<file path="src/rtl/minhash_topk_sorter_if.sv">
// Sorter handshake bundle: beat stream in, sorted MinHash sketch out.
// Latency: n/a (wiring only).
// Backpressure: in_valid/in_ready on the input side, out_valid/out_ready on the result side.
interface minhash_topk_sorter_if #(
  parameter int SIG_W = 32,
  parameter int IDX_W = 8,
  parameter int TOP_K = 4
);
  localparam int CNT_W = $clog2(TOP_K + 1);

  logic                     in_valid;
  logic                     in_ready;
  logic [SIG_W-1:0]         in_signature;
  logic [IDX_W-1:0]         in_index;
  logic                     in_last;
  logic                     out_valid;
  logic                     out_ready;
  logic [TOP_K*IDX_W-1:0]   out_indices;
  logic [TOP_K*SIG_W-1:0]   out_signatures;
  logic [CNT_W-1:0]         out_count;

  // Upstream hasher / downstream extender side
  modport master (
    output in_valid, in_signature, in_index, in_last, out_ready,
    input  in_ready, out_valid, out_indices, out_signatures, out_count
  );

  // Sorter side
  modport slave (
    input  in_valid, in_signature, in_index, in_last, out_ready,
    output in_ready, out_valid, out_indices, out_signatures, out_count
  );
endinterface

</file>
<file path="src/rtl/minhash_topk_sorter.sv">
// Keeps the TOP_K smallest {signature,index} pairs of a frame, sorted ascending (MinHash sketch).
// Latency: one beat inserted per cycle; result valid 1 cycle after the last beat, one bubble between frames.
// Backpressure: in_ready low while a result is held; result held stable until out_ready.
module minhash_topk_sorter #(
  parameter int SIG_W = 32,
  parameter int IDX_W = 8,
  parameter int TOP_K = 4
) (
  input logic                  clk,
  input logic                  rst_n,
  minhash_topk_sorter_if.slave bus
);
  localparam int CNT_W = $clog2(TOP_K + 1);

  typedef enum logic {COLLECT = 1'b0, OUTPUT = 1'b1} state_t;

  state_t           state_q, state_d;
  logic [SIG_W-1:0] sig_q [TOP_K];
  logic [SIG_W-1:0] sig_d [TOP_K];
  logic [IDX_W-1:0] idx_q [TOP_K];
  logic [IDX_W-1:0] idx_d [TOP_K];
  logic [TOP_K-1:0] vld_q, vld_d;
  logic             in_ready_q, in_ready_d;
  logic             out_valid_q, out_valid_d;
  logic [CNT_W-1:0] cnt_q, cnt_d;

  // Insertion helpers: le marks occupied slots that stay ahead of the new beat
  // (ties keep the earlier arrival first); prev_le[i] is le of the slot below.
  logic             accept;
  logic [TOP_K-1:0] le;
  logic [TOP_K-1:0] prev_le;
  logic [SIG_W-1:0] sh_sig [TOP_K];
  logic [IDX_W-1:0] sh_idx [TOP_K];

  // Compare the incoming signature against every slot in parallel
  always_comb begin
    accept = bus.in_valid && in_ready_q && (state_q == COLLECT);
    le      = '0;
    prev_le = '0;
    for (int i = 0; i < TOP_K; i++) begin
      le[i]     = vld_q[i] && (sig_q[i] <= bus.in_signature);
      sh_sig[i] = '1;
      sh_idx[i] = '0;
    end
    // Slot 0 has nothing below it, so it is always at or above the insert point
    prev_le[0] = 1'b1;
    for (int i = 1; i < TOP_K; i++) begin
      prev_le[i] = le[i-1];
      sh_sig[i]  = sig_q[i-1];
      sh_idx[i]  = idx_q[i-1];
    end
  end

  // Next-state: insert/shift in COLLECT, hold then clear in OUTPUT
  always_comb begin
    state_d     = state_q;
    vld_d       = vld_q;
    in_ready_d  = in_ready_q;
    out_valid_d = out_valid_q;
    for (int i = 0; i < TOP_K; i++) begin
      sig_d[i] = sig_q[i];
      idx_d[i] = idx_q[i];
    end

    case (state_q)
      COLLECT: begin
        in_ready_d  = 1'b1;
        out_valid_d = 1'b0;
        if (accept) begin
          // le is monotone (ones then zeros), so the first zero is the insert
          // point; everything above it moves up and the top slot falls off.
          // A beat that loses to a full table leaves le all-ones: no change.
          for (int i = 0; i < TOP_K; i++) begin
            if (!le[i]) begin
              if (prev_le[i]) begin
                sig_d[i] = bus.in_signature;
                idx_d[i] = bus.in_index;
                vld_d[i] = 1'b1;
              end else begin
                sig_d[i] = sh_sig[i];
                idx_d[i] = sh_idx[i];
                vld_d[i] = vld_q[i-1 < 0 ? 0 : i-1];
              end
            end
          end
          if (bus.in_last) begin
            state_d     = OUTPUT;
            in_ready_d  = 1'b0;
            out_valid_d = 1'b1;
          end
        end
      end
      OUTPUT: begin
        in_ready_d  = 1'b0;
        out_valid_d = 1'b1;
        if (out_valid_q && bus.out_ready) begin
          state_d     = COLLECT;
          in_ready_d  = 1'b1;
          out_valid_d = 1'b0;
          vld_d       = '0;
          for (int i = 0; i < TOP_K; i++) begin
            sig_d[i] = '1;
            idx_d[i] = '0;
          end
        end
      end
      default: state_d = COLLECT;
    endcase
  end

  // Occupancy count follows the next valid bits so it is registered with them
  always_comb begin
    cnt_d = '0;
    for (int i = 0; i < TOP_K; i++) begin
      cnt_d = cnt_d + CNT_W'(vld_d[i]);
    end
  end

  // State, slot table and registered handshake outputs
  always_ff @(posedge clk or negedge rst_n) begin
    if (!rst_n) begin
      state_q     <= COLLECT;
      vld_q       <= '0;
      in_ready_q  <= 1'b0;
      out_valid_q <= 1'b0;
      cnt_q       <= '0;
      for (int i = 0; i < TOP_K; i++) begin
        sig_q[i] <= '1;
        idx_q[i] <= '0;
      end
    end else begin
      state_q     <= state_d;
      vld_q       <= vld_d;
      in_ready_q  <= in_ready_d;
      out_valid_q <= out_valid_d;
      cnt_q       <= cnt_d;
      for (int i = 0; i < TOP_K; i++) begin
        sig_q[i] <= sig_d[i];
        idx_q[i] <= idx_d[i];
      end
    end
  end

  // Flatten the slot table onto the result bus; pure wiring from registers
  logic [TOP_K*SIG_W-1:0] sig_flat;
  logic [TOP_K*IDX_W-1:0] idx_flat;
  always_comb begin
    sig_flat = '0;
    idx_flat = '0;
    for (int i = 0; i < TOP_K; i++) begin
      sig_flat[i*SIG_W +: SIG_W] = sig_q[i];
      idx_flat[i*IDX_W +: IDX_W] = idx_q[i];
    end
  end

  assign bus.in_ready       = in_ready_q;
  assign bus.out_valid      = out_valid_q;
  assign bus.out_signatures = sig_flat;
  assign bus.out_indices    = idx_flat;
  assign bus.out_count      = cnt_q;

endmodule
</file>
<file path="src/flat_wrapper.sv">
// flat-port wrapper written by rule: the top's interface ports become plain ports
module minhash_topk_sorter_flat 
#(
  parameter int SIG_W = 32,
  parameter int IDX_W = 8,
  parameter int TOP_K = 4
)
  (clk, rst_n, bus_in_valid, bus_in_signature, bus_in_index, bus_in_last, bus_out_ready, bus_in_ready, bus_out_valid, bus_out_indices, bus_out_signatures, bus_out_count);
  minhash_topk_sorter_if #(.SIG_W(SIG_W), .IDX_W(IDX_W), .TOP_K(TOP_K)) bus_i ();
  input logic clk;
  input logic rst_n;
  input wire logic [$bits(bus_i.in_valid)-1:0] bus_in_valid;
  input wire logic [$bits(bus_i.in_signature)-1:0] bus_in_signature;
  input wire logic [$bits(bus_i.in_index)-1:0] bus_in_index;
  input wire logic [$bits(bus_i.in_last)-1:0] bus_in_last;
  input wire logic [$bits(bus_i.out_ready)-1:0] bus_out_ready;
  output wire logic [$bits(bus_i.in_ready)-1:0] bus_in_ready;
  output wire logic [$bits(bus_i.out_valid)-1:0] bus_out_valid;
  output wire logic [$bits(bus_i.out_indices)-1:0] bus_out_indices;
  output wire logic [$bits(bus_i.out_signatures)-1:0] bus_out_signatures;
  output wire logic [$bits(bus_i.out_count)-1:0] bus_out_count;
  assign bus_i.in_valid = bus_in_valid;
  assign bus_i.in_signature = bus_in_signature;
  assign bus_i.in_index = bus_in_index;
  assign bus_i.in_last = bus_in_last;
  assign bus_i.out_ready = bus_out_ready;
  assign bus_in_ready = bus_i.in_ready;
  assign bus_out_valid = bus_i.out_valid;
  assign bus_out_indices = bus_i.out_indices;
  assign bus_out_signatures = bus_i.out_signatures;
  assign bus_out_count = bus_i.out_count;
  minhash_topk_sorter #(.SIG_W(SIG_W), .IDX_W(IDX_W), .TOP_K(TOP_K)) u_core (.clk(clk), .rst_n(rst_n), .bus(bus_i));
endmodule
</file>
<file path="config.mk">
export PLATFORM = sky130hd
export DESIGN_NAME = minhash_topk_sorter_flat
export DESIGN_NICKNAME = d
export VERILOG_FILES = /design/src/rtl/minhash_topk_sorter_if.sv /design/src/rtl/minhash_topk_sorter.sv /design/src/flat_wrapper.sv
export SDC_FILE = /design/constraint.sdc
export NUM_CORES = 1
export LEC_CHECK = 0
export ABC_AREA = 1
export BUFFER_PORTS_ARGS = -buffer_cell sky130_fd_sc_hd__buf_2
export CORE_ASPECT_RATIO = 1.75
export CORE_MARGIN = 1.5
export CORE_UTILIZATION = 62
export CTS_CLUSTER_SIZE = 12
export DETAILED_ROUTE_END_ITERATION = 16
export PLACE_DENSITY = 0.93
export SYNTH_ARGS = -nofsm -noshare
export SYNTH_HDL_FRONTEND = slang
export SYNTH_SLANG_ARGS = --single-unit
export TNS_END_PERCENT = 30
</file>
<file path="constraint.sdc">
create_clock -name clk -period 4.4 [get_ports clk]
set_input_delay 0.88 -clock clk [delete_from_list [all_inputs] [get_ports clk]]
set_output_delay 0.88 -clock clk [all_outputs]
set_load 0.1 [all_outputs]
</file>
== Yosys cells after proc, flatten, opt, wreduce, memory -nomap -nowiden ==
Index checks and enable logic that the tools add are counted.

* Register bits after elaboration: 169
* Bits of input ports: 45
* Output and inout port bits: 165
* Word-level logic and storage cells: 75

* $add $sub $neg: 3
* Order comparisons: 4
* Equal/unequal tests: 6
* Mux-type cells: 38
* Bitwise gates (word level): 1
* Reductions and logical operators: 11

{| class="wikitable"
|+ Operators by type and width
! operator !! count
|-
| $mux 32 || 9
|-
| $mux 128 || 2
|-
| $pmux 128 s2 || 1
|-
| $le 32x32->1 || 4
|-
| $pmux 32 s2 || 1
|-
| $mux 8 || 7
|-
| $mux 1 || 13
|-
| $reduce_and 3->1 || 4
|-
| $ne 2x2->1 const B || 5
|-
| $mux 4 || 2
|-
| $pmux 4 s2 || 1
|-
| $logic_and 1x1->1 || 7
|-
| $add 3x1->3 || 2
|-
| $pmux 1 s2 || 2
|-
| $add 1x1->2 || 1
|-
| $ne 2x1->1 const B || 1
|-
| $not 1->1 || 1
|}

== Logic depth before layout (Yosys ltp) ==
Gate-level depths: netlist of the first run.

* Depth in word-level cells: 9
* Mapped depth: 23
* Depth with buffers taken out: 23

== Worst setup path before layout of the first run ==
Ideal clock, no wire load.

* Path type: input to register
* Start: input port bus_in_signature[31]
* End: register u_core.cnt_q[1] (netlist: u_core.bus.out_count[1])
* Arrival: 3108 ps
* Required time: 4274 ps
* Path slack: 1166 ps
* Stages on the path: 18
* Path buffers: 0
* Path through: inv_1 ha_1 nand2_1 nor2_1 nand2_1 nor2_1 nand2_1 nand2_1 nand2_1 nand2_2 nand2_2 o21ai_0 inv_1 ha_1 inv_1 fa_1 inv_1 ha_1

* Cells in the longest elaborated chain, start to end: 9
* Elaborated cells on any way between the ends: 20

{| class="wikitable"
|+ RTL lines
! what !! line !! RTL
|-
| from (decl) || flat_wrapper.sv:13 || <nowiki>input wire logic [$bits(bus_i.in_signature)-1:0] bus_in_signature;</nowiki>
|-
| $le 32x32->1 || minhash_topk_sorter.sv:41 || <nowiki>le[i] = vld_q[i] && (sig_q[i] <= bus.in_signature);</nowiki>
|-
| $logic_and 1x1->1 || minhash_topk_sorter.sv:41 ||
|-
| $mux 1 || minhash_topk_sorter.sv:75 || <nowiki>if (prev_le[i]) begin</nowiki>
|-
| $mux 1 (*) || minhash_topk_sorter.sv:74 || <nowiki>if (!le[i]) begin</nowiki>
|-
| $mux 4 (*) || minhash_topk_sorter.sv:69 || <nowiki>if (accept) begin</nowiki>
|-
| $pmux 4 s2 (*) || minhash_topk_sorter.sv:65 || <nowiki>case (state_q)</nowiki>
|-
| named net u_core.vld_d[1] || minhash_topk_sorter.sv:22 || <nowiki>logic [TOP_K-1:0] vld_q, vld_d;</nowiki>
|-
| $add 1x1->2 (*) || minhash_topk_sorter.sv:115 || <nowiki>cnt_d = cnt_d + CNT_W'(vld_d[i]);</nowiki>
|-
| $add 3x1->3 (*) (2 in series) || minhash_topk_sorter.sv:115 ||
|-
| named net u_core.cnt_d[1] || minhash_topk_sorter.sv:25 || <nowiki>logic [CNT_W-1:0] cnt_q, cnt_d;</nowiki>
|-
| to (signal assigned) || minhash_topk_sorter.sv:136 || <nowiki>cnt_q <= cnt_d;</nowiki>
|-
| to (decl) || minhash_topk_sorter.sv:25 ||
|}

The timed path passes the listed nets; every way through them passes the cells marked *.
A chain may end at the register's enable or synchronous reset.

== Final worst setup path of the first run ==
* Start: input port bus_in_signature[6]
* End: register u_core.cnt_q[1] (netlist: u_core.bus.out_count[1])

The elaborated chain is that of the path after synthesis.

==> results of run 1 <==
-- worst min-delay path, cell delays in order (launching register included) --
cell and delay, ps:
dfstp_2 380, nand3_1 70, nand2_1 50
-- stage by stage --
stage          hold WS, ps  std cells
3_5_place_dp         488.1       1977
5_1_grt              509.5       2010
2_1_floorplan        584.4       1600
3_3_place_gp         485.5       1977
4_1_cts              497.0       2009
6_report             500.6       2010
-- cells in the final DEF (no fill, tap or decap) --
cell type and instances:
nand2_1 483, nand3_1 361, buf_2 208, nor2_1 142
ha_1 130, dfstp_2 128, inv_1 99, a21oi_1 55
dfrtp_1 41, o21ai_0 28, buf_4 21, clkbuf_16 17
nand4_1 12, nand2_2 11, o21a_1 5, clkbuf_1 5
clkinv_2 4, inv_2 3, a21o_1 3, o21bai_1 2
nand2_4 2, clkinvlp_4 2, clkbuf_8 2, diode_2 1
nor3_1 1, nor3_2 1, o22ai_1 1, fa_1 1
clkinv_4 1, bufinv_16 1, buf_6 1
-- area by class of cell --
class                      count  area (sq um)
timing repair buffer         230          1210
clock buffer                  24         471.7
fill                        1484          5275
antenna                        1         2.502
multi-input combinational   1238          6477
tap                          238         297.8
inverter                     102         382.9
sequential                   169          4389
clock inverter                 8         73.82
-- state kept, by name, indices dropped and copies added, names as in the netlist --
signal	count
u_core.bus.in_ready	1
u_core.state_q	1
u_core.vld_q	4
u_core.bus.out_count	3
u_core.bus.out_signatures	128
u_core.bus.out_indices	32
-- kinds of logic (layout without fill, tap and decap cells) --
family                     count (synthesis)  in the layout
and+or+nand+nor                         1013           1013
buffers and inverters                    193            364
DFF                                      169            169
adders and majority gates                131            131
AOI/OAI and AO/OA                         94             94
other                                      0              1
-- per-layer routing --
metal | vias to the layer above | part of all wire | track usage
li1 | 5587 | - | -
met1 | 5732 | 0.33 | 0.4459
met2 | 911 | 0.48 | 0.6700
met3 | 296 | 0.10 | 0.1034
met4 | 2 | 0.089 | 0.3451
met5 | - | 0.00037 | 0
-- how the worst min path moves through the flow --
stage	startpoint	end	slack, ps	cells past startpoint
final	u_core.bus.out_signatures[108]	u_core.bus.out_signatures[108]	500	2
after global routing	u_core.bus.out_signatures[108]	u_core.bus.out_signatures[108]	510	2
after CTS	u_core.bus.out_signatures[108]	u_core.bus.out_signatures[108]	500	2
after detailed placement	u_core.bus.out_signatures[108]	u_core.bus.out_signatures[108]	490	2
after global placement	u_core.bus.out_signatures[107]	u_core.bus.out_signatures[107]	490	2
after floorplan	rst_n	u_core.bus.in_ready	580	0
==> metrics, run 1 <==
Routed Wire Length=40.02 mm; Seq/Total Area, Yosys=0.3748; FF-to-FF Start=u_core.bus.out_signatures[32]; Root Buffer=clkbuf_16; Final Skew=10.83 ps; mean post-synth cell area=7.319 sq um; area leader, netlist=dfstp_2; most numerous cell in the Yosys netlist=nand2_1; FMAX=about 0.3 GHz; final hold vios=0; Antenna Violating Nets Remaining=0; CTS tree=yes; Worst EP arrival=roughly 3700 ps; crit path launch=bus_in_signature[6]; CP startpoint kind=input pin; ys flop type=dfstp_2; CTS Buf Count=17; Final Max Slew Viols=0; area grow syn2layout=13.62%; Post-CTS Setup Bufs=0; Levels on crit path=21; final instance area=between 10,000 and 15,000 sq um; # clock sinks=approximately 170; Synth Area in Compound Gates=0.04242; vias per cell=6.233; Synth top cells by count=nand2_1 (484), nand3_1 (361), nor2_1 (142), ha_1 (130), dfstp_2 (128); most frequent CP cell=nand2_1; Row Count=66; Post-Syn Instances=around 1,600; DRC violations left=0; CP max FO=5; Crit Path Category=input pin to flop; min Tclk post-route=around 3400 ps; Reg clk slew, reported paths=~70 ps; H-Tree Depth=4; setup TNS=0 ps; wire per inst=about 20 um; XOR/XNOR share of the synthesized area=0; Adder-Cell Fraction of Synth Area=0.1406; IO Pins=between 200 and 250; crit share post-route=0.7615; main combinational cell family by area after synthesis=simple AND/OR/NAND/NOR gates; Netlist cell types=25; clk_lat worst skew=about 450 ps; first-pass GRT wire length=approximately 62 mm; slowest CP cell=fa_1; Mapped Nets=1,776; Total GRT Usage=0.4118; hold crit path type=flop to flop; Nets=~1,900; HPWL Detailed=26.14 mm; DR iter-0 viols=between 1,000 and 1,500; IO Port Bufs=209; DRT Pass-1 Iters=7; Synth Cell Area=about 12,000 sq um; largest net degree at the start of global routing=117; post-cts repair resize count=0; CP endpoint=u_core.bus.out_count[1]; initial core utilization=0.6302; RSZ-0062 raised after global routing=false; RR Endpoint=u_core.bus.out_count[1]; cts-stage hold buffer count=0; PnR worst setup slack=1049 ps; top cell type's share of synthesized area=0.2872; mux contribution to synthesized area=0; Area contributors post-synth=dfstp_2 (29%), nand2_1 (16%), nand3_1 (15%); DIE AREA=~20,000 sq um; CTS Buffer Depth=2; Post-Synth Simple-Gate Area=0.3695; Core ar.=between 15,000 and 20,000 sq um; DR vias=12,530; asr flop ratio synth=1.000; Setup violations, final=0; reg-to-reg setup timing slack=between 1000 and 1500 ps; Ys Warns=0; outcome=complete, no violations; Max-slew headroom=0.1168; Post-synth EDFFs=0; Die X-Extent=between 100 and 150 um; Seq cells post-synth=between 150 and 200; critical-path cell list=buf_2, inv_1, ha_1, nand2_1, nor2_1, nand2_1, nand2_1, nand2_1, nand2_1, nand2_1, nand2_1, nand2_1, nand2_2, nand2_2, o21ai_0, inv_1, ha_1, inv_1, fa_1, inv_1, ha_1; Worst EP required=~4700 ps; Max-Cap Viols=0; Finished Core Util=0.7161; R2R depth=23; Placement Cell Area=about 13,000 sq um; chip height=~180 um; Buf/Inv on CP=5; GP Congestion=a little over 0.9; CP delay by family, top=adder cells; Max stage delay on crit path=between 300 and 400 ps; share of cells above drive strength 1=0.2270; initial antenna violation count=3; pre-CTS WS=~670 ps; remaining global-route overflow=0; vias in the first global route=roughly 12,000; CP Capture Type=flop; Slew @ Worst Pin=approximately 1300 ps
Power of run 1 is left out: the tool's default activity adds up to more than one toggle a clock period on the data nets, which glitch-free logic cannot reach.
==> inputs of run 2 (changes only) <==
Settings changed: CORE_UTILIZATION 62 to 52, PLACE_DENSITY 0.93 to 0.84.
Clock period 4.4 ns to 2.8 ns, I/O delays scaled along.
==> run 2 against run 1 <==
Worst hold slack got worse by 430 ps; routed wire length grew 9.7%; non-clock buffer count is 127 higher; largest cell class unchanged; register-to-register slack worse by 1400 ps; critical path depth shrank 2; clock-buffer cell count is 2 lower; the flow now finishes with violations (negative setup slack); sequential cell count unchanged; sequential share of layout area fell by 2.5 points; global-route usage fell by 2.9 points; clock skew rose by 2.5 ps.
==> metrics, run 2 (synthesized netlist as in run 1, its figures left out) <==
vias per cell=5.997 (-3.8%); CP max FO=2 (-3); initial antenna violation count=0 (-3); GP Congestion=0.9483 (+2.1%); initial core utilization=0.5306 (-0.09968); IO Port Bufs=209 (unchanged); outcome=finished, violations left; Routed Wire Length=43.89 mm (+9.7%); slowest CP cell=dfstp_4; crit share post-route=1.055; clk_lat worst skew=460 ps (about the same); vias in the first global route=13,210 (+7.0%); Row Count=72 (+9.1%); Core ar.=22,070 sq um (+19%); Die X-Extent=116.4 um (+8.9%); Reg clk slew, reported paths=70 ps (about the same); Crit Path Category=flop to flop; Buf/Inv on CP=3 (-2); DRC violations left=0 (unchanged); remaining global-route overflow=0 (unchanged); Slew @ Worst Pin=1094 ps (-230.6 ps); DIE AREA=23,460 sq um (+19%); DR vias=13,160 (+5.0%); chip height=201.5 um (+9.0%); DRT Pass-1 Iters=7 (unchanged); Filler cells=1,763 (+19%); Nets=2,061 (+6.6%); grt met2 use=0.6275 (-0.04248); Max-slew headroom=0.2705 (+0.1537); GR Layer Usage met1=0.4161 (-0.02985); FMAX=0.3385 GHz; CTS Buffer Depth=2 (unchanged); Worst EP required=3160 ps (-1580 ps); max reg flops=128 (unchanged); grt peak-use layer=met2; IO Pins=210 (unchanged); CP Capture Type=flop; Final Max Slew Viols=0 (unchanged); met3 Use GR=0.07048 (-0.03297); critical-path cell list=ha_1, a21oi_2, nor2_1, nor2_2, nand2_2, nand2_1, nand2_1, nand2_1, nand2_2, nand2_2, nand2_4, nand2_4, o21ai_2, inv_2, ha_4, inv_2, fa_2, inv_2, ha_4; most common cell after layout, fill and taps aside=nand2_1; hold crit path type=input pin to asynchronous set/reset pin; Worst EP arrival=3310 ps (-380 ps); final hold vios=0 (unchanged); HPWL Detailed=29.76 mm (+14%); area grow syn2layout=26.52%; Antenna Violating Nets Remaining=0 (unchanged); final hold slack=74.95 ps (-425.6 ps); largest net degree at the start of global routing=98 (-16%); Max-Cap Viols=0 (unchanged); CP delay by family, top=simple AND/OR/NAND/NOR gates; cts-stage hold buffer count=0 (unchanged); Final Skew=13.31 ps (+2.479 ps); share of cells above drive strength 1=0.2993 (+0.07227); CTS Buf Count=17 (unchanged); RSZ-0062 raised after global routing=true; commonest non-fill, non-tap cells in the layout=nand2_1 (477), nand3_1 (360), buf_2 (208); CP startpoint kind=flop; first-pass GRT wire length=67.24 mm (+7.8%); Antenna Cells=0 (-1); H-Tree Depth=4 (unchanged); Max stage delay on crit path=620 ps (+240 ps); min Tclk post-route=between 2000 and 3000 ps; Root Buffer=clkbuf_16; PnR worst setup slack=-154.4 ps (-1204 ps); Setup violations, final=36 (+36); Total GRT Usage=0.3825 (-0.02924); DR iter-0 viols=1,312 (+7.5%); # clock sinks=169 (unchanged); wire per inst=20.00 um (+0.48%); failing checks=negative setup slack; CTS tree=yes
run 2: changes by cell type in the layout (fill, tap and decap cells not counted), moves of 11 or more:
| cell | change |
|---|---|
| buf_4 | +117 |
| dfstp_2 | -32 |
| dfstp_4 | +32 |
| ha_1 | -11 |
| ha_4 | +11 |
run 2: cell type report:
type	instances	area [sq um]	share of cell area
Inverter	102	382.9	0.02584
Multi-Input combinational cell	1238	6689	0.4515
Tap cell	296	370.4	0.02500
Clock buffer	22	485.5	0.03277
Clock inverter	10	107.6	0.007263
Timing Repair Buffer	357	2270	0.1532
Sequential cell	169	4511	0.3045
run 2: final timing paths:
check / start / depth (start not counted) / slack (ps) / end
min reg2reg: u_core.bus.out_signatures[110] / 2 / 510 / u_core.bus.out_signatures[110]
min: rst_n / 1 / 70 / u_core.bus.out_indices[30]
max reg2reg: u_core.bus.out_signatures[37] / 19 / -150 / u_core.bus.out_count[1]
max: u_core.bus.out_signatures[37] / 19 / -150 / u_core.bus.out_count[1]
min in group clk: bus_in_last / 2 / 340 / u_core.bus.in_ready
max in group asynchronous: rst_n / 2 / 1930 / u_core.bus.out_signatures[59]
run 2: timing repair:
action                     4_1_cts  5_1_grt
gates cloned                     0        0
resized for setup               22       14
setup buffers                    2        2
setup endpoints to repair       44      119
pin swaps                        8        6
run 2: routing by layer:
layer  up-vias  routed length (um)
li1       5848                   -
met1      6052               14390
met2       928               21410
met3       330                3870
met4         0                4222
met5         -                   0
run 2: worst register-to-register path, cell delays in order, from the launching register on:
cell and delay [ps]:
dfstp_4 620, ha_1 260, a21oi_2 140, nor2_1 70
nor2_2 210, nand2_2 100, nand2_1 70, nand2_1 60
nand2_1 80, nand2_2 60, nand2_2 120, nand2_4 70
nand2_4 100, o21ai_2 60, inv_2 80, ha_4 130
inv_2 30, fa_2 330, inv_2 80, ha_4 190
run 2: metrics by stage:
stage                     setup slack (ps)  cell area (sq um)  setup TNS (ps)  utilization  cells
final                               -154.4              14820           -2261       0.6713   2194
after global routing                -268.4              14820          -11490       0.6713   2194
after CTS                           -40.30              14720          -223.5       0.6670   2192
after detailed placement            -517.0              14010          -38370       0.6350   2158
after global placement              -438.4              14010          -25640       0.6350   2158
after floorplan                     -82.50              11880          -119.6            -   1600
Power of run 2 is left out for the same reason.
